<file path="config.mk">
export PLATFORM = sky130hd
export DESIGN_NAME = my_pipelined_adder
export DESIGN_NICKNAME = d
export VERILOG_FILES = /design/src/rtl/my_pipelined_adder.sv
export SDC_FILE = /design/constraint.sdc
export NUM_CORES = 1
export LEC_CHECK = 0
export BUFFER_PORTS_ARGS = -buffer_cell sky130_fd_sc_hd__buf_2
export CORE_MARGIN = 4
export CORE_UTILIZATION = 52
export CTS_CLUSTER_DIAMETER = 200
export CTS_CLUSTER_SIZE = 12
export DETAILED_ROUTE_END_ITERATION = 10
export GPL_TIMING_DRIVEN = 0
export PLACE_DENSITY = 0.76
export SETUP_SLACK_MARGIN = 0.1
export SLEW_MARGIN = 20
export SYNTH_ARGS = -nofsm -noshare
export SYNTH_HDL_FRONTEND = slang
export SYNTH_SLANG_ARGS = --single-unit
export TNS_END_PERCENT = 30
</file>
<file path="constraint.sdc">
create_clock -name clk -period 1.7 [get_ports clk]
set_input_delay 0.085 -clock clk [delete_from_list [all_inputs] [get_ports clk]]
set_output_delay 0.085 -clock clk [all_outputs]
set_load 0.05 [all_outputs]
</file>
<file path="src/rtl/my_pipelined_adder.sv">
// my_pipelined_adder
//   Pipelined adder/subtractor. A WIDTH-bit operation is split into STAGES
//   chunks of CHUNK = WIDTH/STAGES bits. Rank k adds chunk k and registers
//   the carry for rank k+1, so the longest combinational path is one
//   CHUNK-bit ripple. One operation per cycle, results in order.
//
//   Optional feature: define MY_PIPELINED_ADDER_SAT_EN to saturate sum on
//   signed overflow (0x7F..F for positive overflow, 0x80..0 for negative).
//   Without it, sum wraps modulo 2^WIDTH.
//
// Parameters
//   WIDTH     operand/result width, must be a multiple of STAGES
//   STAGES    pipeline ranks, 1..WIDTH
// Ports
//   clk        rising-edge clock
//   rst_n      asynchronous active-low reset
//   in_valid   a/b/sub valid
//   in_ready   block accepts this cycle
//   a, b       operands (unsigned or two's complement)
//   sub        0: a+b, 1: a-b (a + ~b + 1)
//   out_valid  sum/carry/overflow hold a result
//   out_ready  downstream accepts the result
//   sum        result
//   carry      raw carry out of the MSB (subtract: 1 = no borrow)
//   overflow   signed overflow
//
// Handshake: a transfer happens on a rising edge where valid && ready are
// both 1. The whole pipeline advances together (adv = !out_valid ||
// out_ready); in_ready equals adv, so it falls combinationally in the cycle
// the output is stalled. valid never depends on ready; outputs hold stable
// while out_valid && !out_ready. Bubbles are carried, not collapsed.

module my_pipelined_adder #(
   parameter int WIDTH  = 16,
   parameter int STAGES = 4
) (
   input  logic             clk,
   input  logic             rst_n,
   input  logic             in_valid,
   output logic             in_ready,
   input  logic [WIDTH-1:0] a,
   input  logic [WIDTH-1:0] b,
   input  logic             sub,
   output logic             out_valid,
   input  logic             out_ready,
   output logic [WIDTH-1:0] sum,
   output logic             carry,
   output logic             overflow
);

   localparam int CHUNK = WIDTH / STAGES;

   logic             adv;
   logic [WIDTH-1:0] b_eff;

   // Per-rank state. Operands travel full width so the final rank still has
   // the operand MSBs needed for the overflow term.
   logic [STAGES-1:0] vld_q;
   logic [STAGES-1:0] cry_q;
   logic [WIDTH-1:0]  opa_q [STAGES];
   logic [WIDTH-1:0]  opb_q [STAGES];
   logic [WIDTH-1:0]  res_q [STAGES];

   // Per-rank inputs (from the block inputs for rank 0, else from rank k-1)
   // and next-state values.
   logic [STAGES-1:0] v_src;
   logic [STAGES-1:0] cin_src;
   logic [STAGES-1:0] cry_d;
   logic [WIDTH-1:0]  a_src   [STAGES];
   logic [WIDTH-1:0]  b_src   [STAGES];
   logic [WIDTH-1:0]  res_src [STAGES];
   logic [WIDTH-1:0]  res_d   [STAGES];
   logic [CHUNK:0]    part    [STAGES];

   assign adv      = !out_valid || out_ready;
   assign in_ready = adv;

   // Subtraction is a + ~b + 1: invert b here, inject the +1 as rank 0 carry-in.
   assign b_eff = sub ? ~b : b;

   always_comb begin
      v_src[0]   = in_valid;
      cin_src[0] = sub;
      a_src[0]   = a;
      b_src[0]   = b_eff;
      res_src[0] = '0;
      for (int k = 1; k < STAGES; k++) begin
         v_src[k]   = vld_q[k-1];
         cin_src[k] = cry_q[k-1];
         a_src[k]   = opa_q[k-1];
         b_src[k]   = opb_q[k-1];
         res_src[k] = res_q[k-1];
      end
      for (int k = 0; k < STAGES; k++) begin
         part[k] = {1'b0, a_src[k][k*CHUNK +: CHUNK]}
                 + {1'b0, b_src[k][k*CHUNK +: CHUNK]}
                 + {{CHUNK{1'b0}}, cin_src[k]};
         res_d[k] = res_src[k];
         res_d[k][k*CHUNK +: CHUNK] = part[k][CHUNK-1:0];
         cry_d[k] = part[k][CHUNK];
      end
   end

   // Valid bits move on every advance; data registers load only when the
   // incoming slot is valid, so bubbles leave stale data behind.
   always_ff @(posedge clk or negedge rst_n) begin
      if (!rst_n) begin
         vld_q <= '0;
         cry_q <= '0;
         for (int k = 0; k < STAGES; k++) begin
            opa_q[k] <= '0;
            opb_q[k] <= '0;
            res_q[k] <= '0;
         end
      end else if (adv) begin
         vld_q <= v_src;
         for (int k = 0; k < STAGES; k++) begin
            if (v_src[k]) begin
               opa_q[k] <= a_src[k];
               opb_q[k] <= b_src[k];
               res_q[k] <= res_d[k];
               cry_q[k] <= cry_d[k];
            end
         end
      end
   end

   logic             a_msb;
   logic             b_msb;
   logic [WIDTH-1:0] raw_sum;

   assign a_msb   = opa_q[STAGES-1][WIDTH-1];
   assign b_msb   = opb_q[STAGES-1][WIDTH-1];
   assign raw_sum = res_q[STAGES-1];

   assign out_valid = vld_q[STAGES-1];
   assign carry     = cry_q[STAGES-1];
   // Same-sign operands producing a result of the other sign.
   assign overflow  = (a_msb == b_msb) && (raw_sum[WIDTH-1] != a_msb);

`ifdef MY_PIPELINED_ADDER_SAT_EN
   // On overflow the operands share a's sign, so a's MSB picks the rail.
   assign sum = !overflow ? raw_sum :
                a_msb     ? {1'b1, {(WIDTH-1){1'b0}}} :
                            {1'b0, {(WIDTH-1){1'b1}}};
`else
   assign sum = raw_sum;
`endif

endmodule

</file>
**Yosys cells after proc, flatten, opt, wreduce, memory -nomap -nowiden**

Index checks and enable logic that the tools add are counted.

- Register bits after elaboration: 176
- Word-level logic and storage cells: 36
- Memories kept: 0
- Latch bits: 0
- Bits in read-only memories: 0
- Memory bits (writable): 0
- Output and inout bits: 20
- Input port bits: 37

- Bitwise gates (word level): 1
- Magnitude comparators: 0
- Divide/modulo/power cells: 0
- Eq/ne operators: 2
- Multiply operators: 0
- Muxes and demuxes: 1
- Add/sub/neg operators: 8
- Reduce and logical (&&, ||, !) cells: 7
- Shifts and indexed selects: 0

Operators with widths:

| kind | count |
|---|---|
| adder 4 x 4 -> 5 bit | 4 |
| adder 5 x 1 -> 5 bit | 4 |
| two-way mux 16 bit | 1 |
| inverter 16 bit | 1 |
| AND reduction 2 bit | 4 |
| equality test 1 bit | 1 |
| logical AND 1 bit | 1 |
| logical NOT 1 bit | 1 |
| logical OR 1 bit | 1 |
| != test 1 bit | 1 |

**Longest topological paths before layout**

Gate-level depths: netlist of the first run.

- Depth in word-level cells: 4
- Gate-level depth with buffers: 8
- Mapped depth without buffers: 7

**Worst setup path after synthesis of the first run**

OpenSTA, ideal clock, no wires.

- Path kind: register to output
- Start point: register res_q (netlist bit sum[15])
- End point: output port overflow
- Cell stages (with the launch flop): 2
- Buffers on the path: 0
- Required time: 1.615 ns
- Arrival time: 1.746 ns
- Path slack: -0.131 ns
- Cells stage by stage: dfrtp_1 o21ai_0

- Cells in the longest elaborated chain, start to end: 2

RTL lines:

| what | RTL line | text |
|---|---|---|
| start, declared | 62 | `logic [WIDTH-1:0] res_q [STAGES];` |
| start signal, assigned by index | 121 | `res_q[k] <= res_d[k];` |
| != test 1 bit | 139 | `assign overflow = (a_msb == b_msb) && (raw_sum[WIDTH-1] != a_msb);` |
| logical AND 1 bit | 139 |  |
| end, declared | 48 | `output logic overflow` |

No other way between the ends.

**Worst setup path in the final report of the first run**

- Start point: register cry_q[2]
- End point: register cry_q[3]

- Cells in the longest elaborated chain, start to end: 1

RTL lines:

| what | RTL line | text |
|---|---|---|
| start, declared | 59 | `logic [STAGES-1:0] cry_q;` |
| start signal, assigned by index | 122 | `cry_q[k] <= cry_d[k];` |
| adder 5 x 1 -> 5 bit | 97 | `+ {{CHUNK{1'b0}}, cin_src[k]};` |

No other way between the ends.
A chain may end at the register's enable or synchronous reset.

==> impl_metrics.py, run 1 <==
metrics = {
    "yosys": {
        "ys_top_cells_by_area": "dfrtp_1 57%, mux2_2 17%, ha_1 3.5%",
        "synth_top_area_share_pct": 56.8,
        "ys_ff_latch": 98,
        "synth_cell_types": 28,
        "ys_warn_count": 0,
        "syn_nets": 375,
        "avgSynthCellArea_um2": 13.5,
        "yosysSeqAreaShare_pct": 56.8,
        "synthCells": 319,
        "synth_area_um2": 4320,
        "synth_area_leader_cell": "dfrtp_1",
    },
    "drt": {
        "firstDrtPassIters": 4,
        "ant_nets": 0,
        "drc": 0,
        "dr_total_vias": 2524,
        "vias_per_cell": 4.99,
        "wl_per_cell_um": 14.7,
        "drtIter0Drc": 96,
        "routed_wl_um": 7440,
    },
    "final_layout": {
        "nets": 456,
        "syn_to_final_growth_pct": 19.9,
        "stdcell_area_um2": 5180,
        "multiInputGateArea_um2": 1760,
        "fill_cells": 588,
        "postLayoutCoreUtil_pct": 65.7,
        "regArea_um2": 2450,
        "layout-drive-gt1-share_pct": 43.1,
        "diodes": 0,
    },
    "die": {
        "row_count": 32,
        "start_util_pct": 54.7,
        "core-area_um2": 7890,
        "boundaryPins": 57,
        "die-area_um2": 9830,
        "chipHeight_um": 99.1,
        "die_w_um": 99.1,
    },
    "timing": {
        "final_max_slew_viol_count": 0,
        "worst_pin_slew_ns": 0.430,
        "fin_crit_sh_pct": 97.4,
        "period_needed_ns": 1.66,
        "fin_worst_skew_ns": 0.0158,
        "hold_viol": 0,
        "rsz0062_at_grt": "true",
        "hold_ws_ns": 0.0100,
        "setup_tns_ns": 0,
        "maxSlewHeadroom_pct": 71.4,
        "finalSetupViolations": 0,
        "fmax_mhz": 604,
    },
    "clock_tree": {
        "clock_latency_ns": 0.35,
        "clkTransAtPathRegs_ns": 0.09,
        "cts_root_buffer": "clkbuf_8",
        "cts_tree": "done",
        "h-tree-depth": 3,
        "clockBufferDepth": 2,
        "cts_buffers": 9,
        "cts.sinks": 98,
    },
    "hold_path": {
        "hold_path_class": "primary input to flop",
        "hold_depth": 3,
        "hold-path-endpoint": "b_src[39]$_DFFE_PN0P_",
        "min-delay-start": "b[7]",
    },
    "setup_path": {
        "cp-start-kind": "flop",
        "worstPathArrival_ns": 1.90,
        "path_class": "flop to flop",
        "rr_endpoint": "cry_q[3]$_DFFE_PN0P_",
        "reg2reg_depth": 5,
        "cp_max_fo": 2,
        "cp.required_ns": 1.95,
        "crit_path_end_kind": "flop",
        "rr_startpoint": "cry_q[2]$_DFFE_PN0P_",
        "reg2reg_slack_ns": 0.04,
    },
    "placed_design": {
        "routabilityCongestion": 0.823,
        "place.port_buffers": 55,
        "dpl-instance-area_um2": 4760,
        "dp_hpwl_um": 5490,
    },
    "run_status": {
        "outcome": "finished, final reports clean",
    },
    "global_routing": {
        "grt_pass1_vias": 2681,
        "grt.overflow.total": 0,
        "grt_pass1_wl_um": 13000,
        "antenna_found_initial": 0,
        "grt_max_degree": 53,
        "grt_usage_pct": 16.6,
    },
    "pwr": {
        "p_leak_uw": 0.00245,
        "peakVddDrop_mv": 0.705,
        "cellPowerDensity_nw_per_um2": 1940,
    },
    "run": {
        "maxCapViolations": 0,
    },
}
-- metal layers --
metal / global-route usage [%] / vias up / part of all wire (%)
met5: 0 / - / 0
met4: 6.62 / 0 / 1.7
met3: 2.73 / 10 / 4.2
met2: 26.3 / 47 / 47
met1: 22.9 / 1222 / 48
li1: - / 1245 / -
-- cells in the mapped netlist (all sizes together) --
cell and count:
a211oi 1, nand2 37, a21oi 8, a31oi 1, a21o 7, nor2 3, clkbuf 1, buf 12
xor2 11, a221oi 1, nor2b 2, nand2b 1, dfrtp 98, ha 12, mux2 67, o21ai 26
xnor2 13, fa 7, inv 11
-- worst max-delay path, cell delays in order (launching register included) --
cell     delay, ns
dfrtp_1       0.42
fa_2          0.41
fa_2          0.36
a21o_1        0.18
a21oi_2       0.12
o21ai_1       0.06
-- cell families (layout without fill, tap and decap cells) --
kind of cell	count (synthesis)	count (layout)	synth area share (%)
simple gates	43	43	4.55
mux	67	67	17.6
compound gates	44	44	6.03
xor+xnor	24	24	4.87
buf+inv	24	109	3.48
flops	98	98	56.8
fa+ha+maj	19	19	6.72
-- flip-flops by register name (all words and copies together), names as in the netlist --
signal	flops
a_msb	1
a_src	24
b_msb	1
b_src	24
cry_q	4
res_d	24
sum	16
vld_q	4
-- layout make-up --
type	instances	area share, %
buffer	13	2.05
timing repair buffer	70	8.63
inverter	11	0.846
clock inverter	6	2.17
multi-input combinational	197	34.1
tap	102	2.46
sequential	98	47.4
clock buffer	9	2.39
-- stage by stage --
stage          std cells  power (uW)  setup slack, ns
2_1_floorplan        319        7070          0.00295
3_3_place_gp         476        7930           -0.508
3_5_place_dp         477        8140          -0.0823
4_1_cts              505       10000           0.0112
5_1_grt              506       10800          -0.0398
6_report             506       10000           0.0440
-- placed cells by master, fill, tap and decap left out, types with 3 or more instances in the layout --
master         count
a21o_1             7
ha_1              11
clkbuf_8           9
xor2_1            11
mux2_2            64
bufinv_16          3
inv_1              6
xnor2_1           13
fa_2               6
nand2_1           33
dlygate4sd3_1     13
dfrtp_1           97
inv_2              4
a21oi_1            4
o21ai_0           19
nor2_1             3
buf_6              6
buf_4              5
a21oi_2            4
buf_2             57
o21ai_1            7
-- how the worst max path moves through the flow --
stage,start,slack [ns],depth (start not counted),end
after CTS,b_src[12]$_DFFE_PN0P_,0.01,5,cry_q[3]$_DFFE_PN0P_
final,cry_q[2]$_DFFE_PN0P_,0.04,5,cry_q[3]$_DFFE_PN0P_
after floorplan,cry_q[2]$_DFFE_PN0P_,0.003,5,cry_q[3]$_DFFE_PN0P_
after global placement,rst_n,-0.51,1,vld_q[3]$_DFFE_PN0N_
after detailed placement,cry_q[1]$_DFFE_PN0P_,-0.08,7,cry_q[2]$_DFFE_PN0P_
after global routing,cry_q[2]$_DFFE_PN0P_,-0.04,5,cry_q[3]$_DFFE_PN0P_
-- power by group --
part / switching (uW) / internal [uW] / total [uW]
clock: 788 / 978 / 1770
combinational: 2360 / 1950 / 4310
sequential: 595 / 3370 / 3970
total: 3740 / 6300 / 10000
-- repair_timing --
action                     4_1_cts  5_1_grt
resized for setup                9       12
pin swaps                        6        4
hold endpoints to repair        58        0
setup endpoints to repair       12       12
hold buffers                    13        0
setup buffers                    0        1
(Power assumes the default switching activity.)
==> inputs of run 2 (changes only) <==
--- a/config.mk
+++ b/config.mk
@@ -5,14 +5,12 @@
 export SDC_FILE = /design/constraint.sdc
 export NUM_CORES = 1
 export LEC_CHECK = 0
-export BUFFER_PORTS_ARGS = -buffer_cell sky130_fd_sc_hd__buf_2
 export CORE_MARGIN = 4
-export CORE_UTILIZATION = 52
+export CORE_UTILIZATION = 35
 export CTS_CLUSTER_DIAMETER = 200
 export CTS_CLUSTER_SIZE = 12
 export DETAILED_ROUTE_END_ITERATION = 10
-export GPL_TIMING_DRIVEN = 0
-export PLACE_DENSITY = 0.76
+export DONT_BUFFER_PORTS = 1
 export SETUP_SLACK_MARGIN = 0.1
 export SLEW_MARGIN = 20
 export SYNTH_ARGS = -nofsm -noshare
==> impl_metrics.py, run 2 (synthesis results as in run 1) <==
metrics = {
    "clock_tree": {
        "cts_buffers": 9,
        "cts_tree": "done",
        "cts_root_buffer": "clkbuf_16",
        "cts.sinks": 98,
        "h-tree-depth": 3,
        "clockBufferDepth": 2,
        "clock_latency_ns": 0.34,
        "clkTransAtPathRegs_ns": 0.07,
        "holdBufCountCts": 39,
    },
    "placed_design": {
        "routabilityCongestion": 0.747,
        "dp_hpwl_um": 5230,
        "place.port_buffers": 0,
        "dp_slack_ns": -0.0960,
        "dp_cells": 486,
    },
    "run_status": {
        "violations": "hold timing",
        "outcome": "finished with violations",
    },
    "global_routing": {
        "antenna_found_initial": 1,
        "gr-usage-met2_pct": 17.2,
        "grt_use_met3_pct": 3.28,
        "grt_pass1_vias": 2513,
        "grt_usage_pct": 11.3,
        "grt_max_degree": 99,
        "grt-busiest-layer": "met2",
        "grt_pass1_wl_um": 12800,
        "grt.overflow.total": 0,
        "use_met1_pct": 15.0,
    },
    "timing": {
        "fin_worst_skew_ns": 0.00723,
        "hold_viol": 98,
        "worst_pin_slew_ns": 0.526,
        "period_needed_ns": 1.64,
        "hold_ws_ns": -0.558,
        "worst_slack_ns": 0.0568,
        "finalSetupViolations": 0,
        "final_max_slew_viol_count": 0,
        "fin_crit_sh_pct": 96.7,
        "maxSlewHeadroom_pct": 64.9,
        "setup_tns_ns": 0,
        "rsz0062_at_grt": "true",
        "fmax_mhz": 609,
    },
    "final_layout": {
        "syn_to_final_growth_pct": 23.0,
        "postLayoutCoreUtil_pct": 44.0,
        "nets": 425,
        "layout-drive-gt1-share_pct": 32.1,
        "layout_commonest_cell": "dfrtp_1",
        "instances_no_fill": 543,
        "final_cell_mix": "97 x dfrtp_1, 64 x mux2_2, 39 x dlygate4sd3_1",
    },
    "setup_path": {
        "cp_max_fo": 2,
        "path_class": "flop to flop",
        "rr_endpoint": "cry_q[3]$_DFFE_PN0P_",
        "cp-start-kind": "flop",
        "rr_startpoint": "cry_q[2]$_DFFE_PN0P_",
        "reg2reg_depth": 5,
        "worstPathArrival_ns": 1.86,
        "cp.required_ns": 1.92,
        "crit_path_end_kind": "flop",
        "crit_path_end": "cry_q[3]$_DFFE_PN0P_",
        "reg2reg_slack_ns": 0.06,
        "startpoint": "cry_q[2]$_DFFE_PN0P_",
    },
    "die": {
        "row_count": 40,
        "core-area_um2": 12100,
        "start_util_pct": 35.8,
        "die-area_um2": 14200,
        "boundaryPins": 57,
        "chipHeight_um": 119,
        "die_w_um": 119,
    },
    "drt": {
        "vias_per_cell": 4.46,
        "wl_per_cell_um": 13.8,
        "routed_wl_um": 7520,
        "drc": 0,
        "dr_total_vias": 2424,
        "drtIter0Drc": 73,
        "firstDrtPassIters": 4,
        "ant_nets": 0,
    },
    "hold_path": {
        "hold_path_class": "primary input to async pin",
    },
    "pwr": {
        "peakVddDrop_mv": 0.665,
        "p_leak_uw": 0.00235,
        "cellPowerDensity_nw_per_um2": 1920,
    },
    "run": {
        "maxCapViolations": 0,
    },
}
## run 2: changes by cell type in the layout (fill, tap and decap cells not counted), sizes merged
cell         delta
buf            -56
dlygate4sd3    +26
diode           +1
inv             -2
clkbuf          +2
bufinv          -2
clkinvlp        +2
## run 2: worst max-delay path: stages, from the launching register on
cell     delay, ns
dfrtp_1       0.40
fa_2          0.42
fa_2          0.35
a21o_1        0.18
a21oi_2       0.11
o21ai_1       0.06
## run 2: cell type report
class | count | area, um^2
Antenna cell | 1 | 2.50
Clock buffer | 12 | 256
Clock inverter | 4 | 50.0
Fill cell | 1083 | 6750
Inverter | 11 | 43.8
Multi-Input combinational cell | 197 | 1790
Sequential cell | 98 | 2450
Tap cell | 168 | 210
Timing Repair Buffer | 52 | 504
## run 2: metal layers
metal	vias up	wire, um
met5	-	0
li1	1178	-
met2	41	3510
met3	9	392
met4	0	129
met1	1196	3490
## run 2: power breakdown
part           total [uW]  internal, uW  switching (uW)  leakage (uW)
clock                2050          1220             836      0.000145
sequential           4630          3370            1260       0.00118
combinational        3490          1930            1560       0.00102
total               10200          6510            3660       0.00235
## run 2: worst min path at each step
stage	to	slack, ns	cells after the start
2_1_floorplan	a_msb$_DFFE_PN0P_	-0.21	0
3_3_place_gp	a_src[42]$_DFFE_PN0P_	-0.21	0
3_5_place_dp	a_src[41]$_DFFE_PN0P_	-0.21	0
4_1_cts	b_src[14]$_DFFE_PN0P_	-0.57	0
5_1_grt	a_src[26]$_DFFE_PN0P_	-0.58	0
6_report	a_src[26]$_DFFE_PN0P_	-0.56	0
## run 2: timing repair
item | 4_1_cts | 5_1_grt
setup buffers | 0 | 1
resized for setup | 8 | 20
hold endpoints to repair | 126 | 98
pin swaps | 3 | 10
endpoints found under the setup margin | 9 | 20
## run 2: through the flow
stage | power, uW | cell area (um^2) | hold WS, ns
after floorplan | 7070 | 4320 | -0.211
after global placement | 7730 | 4530 | -0.209
after detailed placement | 7860 | 4530 | -0.208
after CTS | 10100 | 5240 | -0.574
after global routing | 10900 | 5310 | -0.582
final | 10200 | 5310 | -0.558
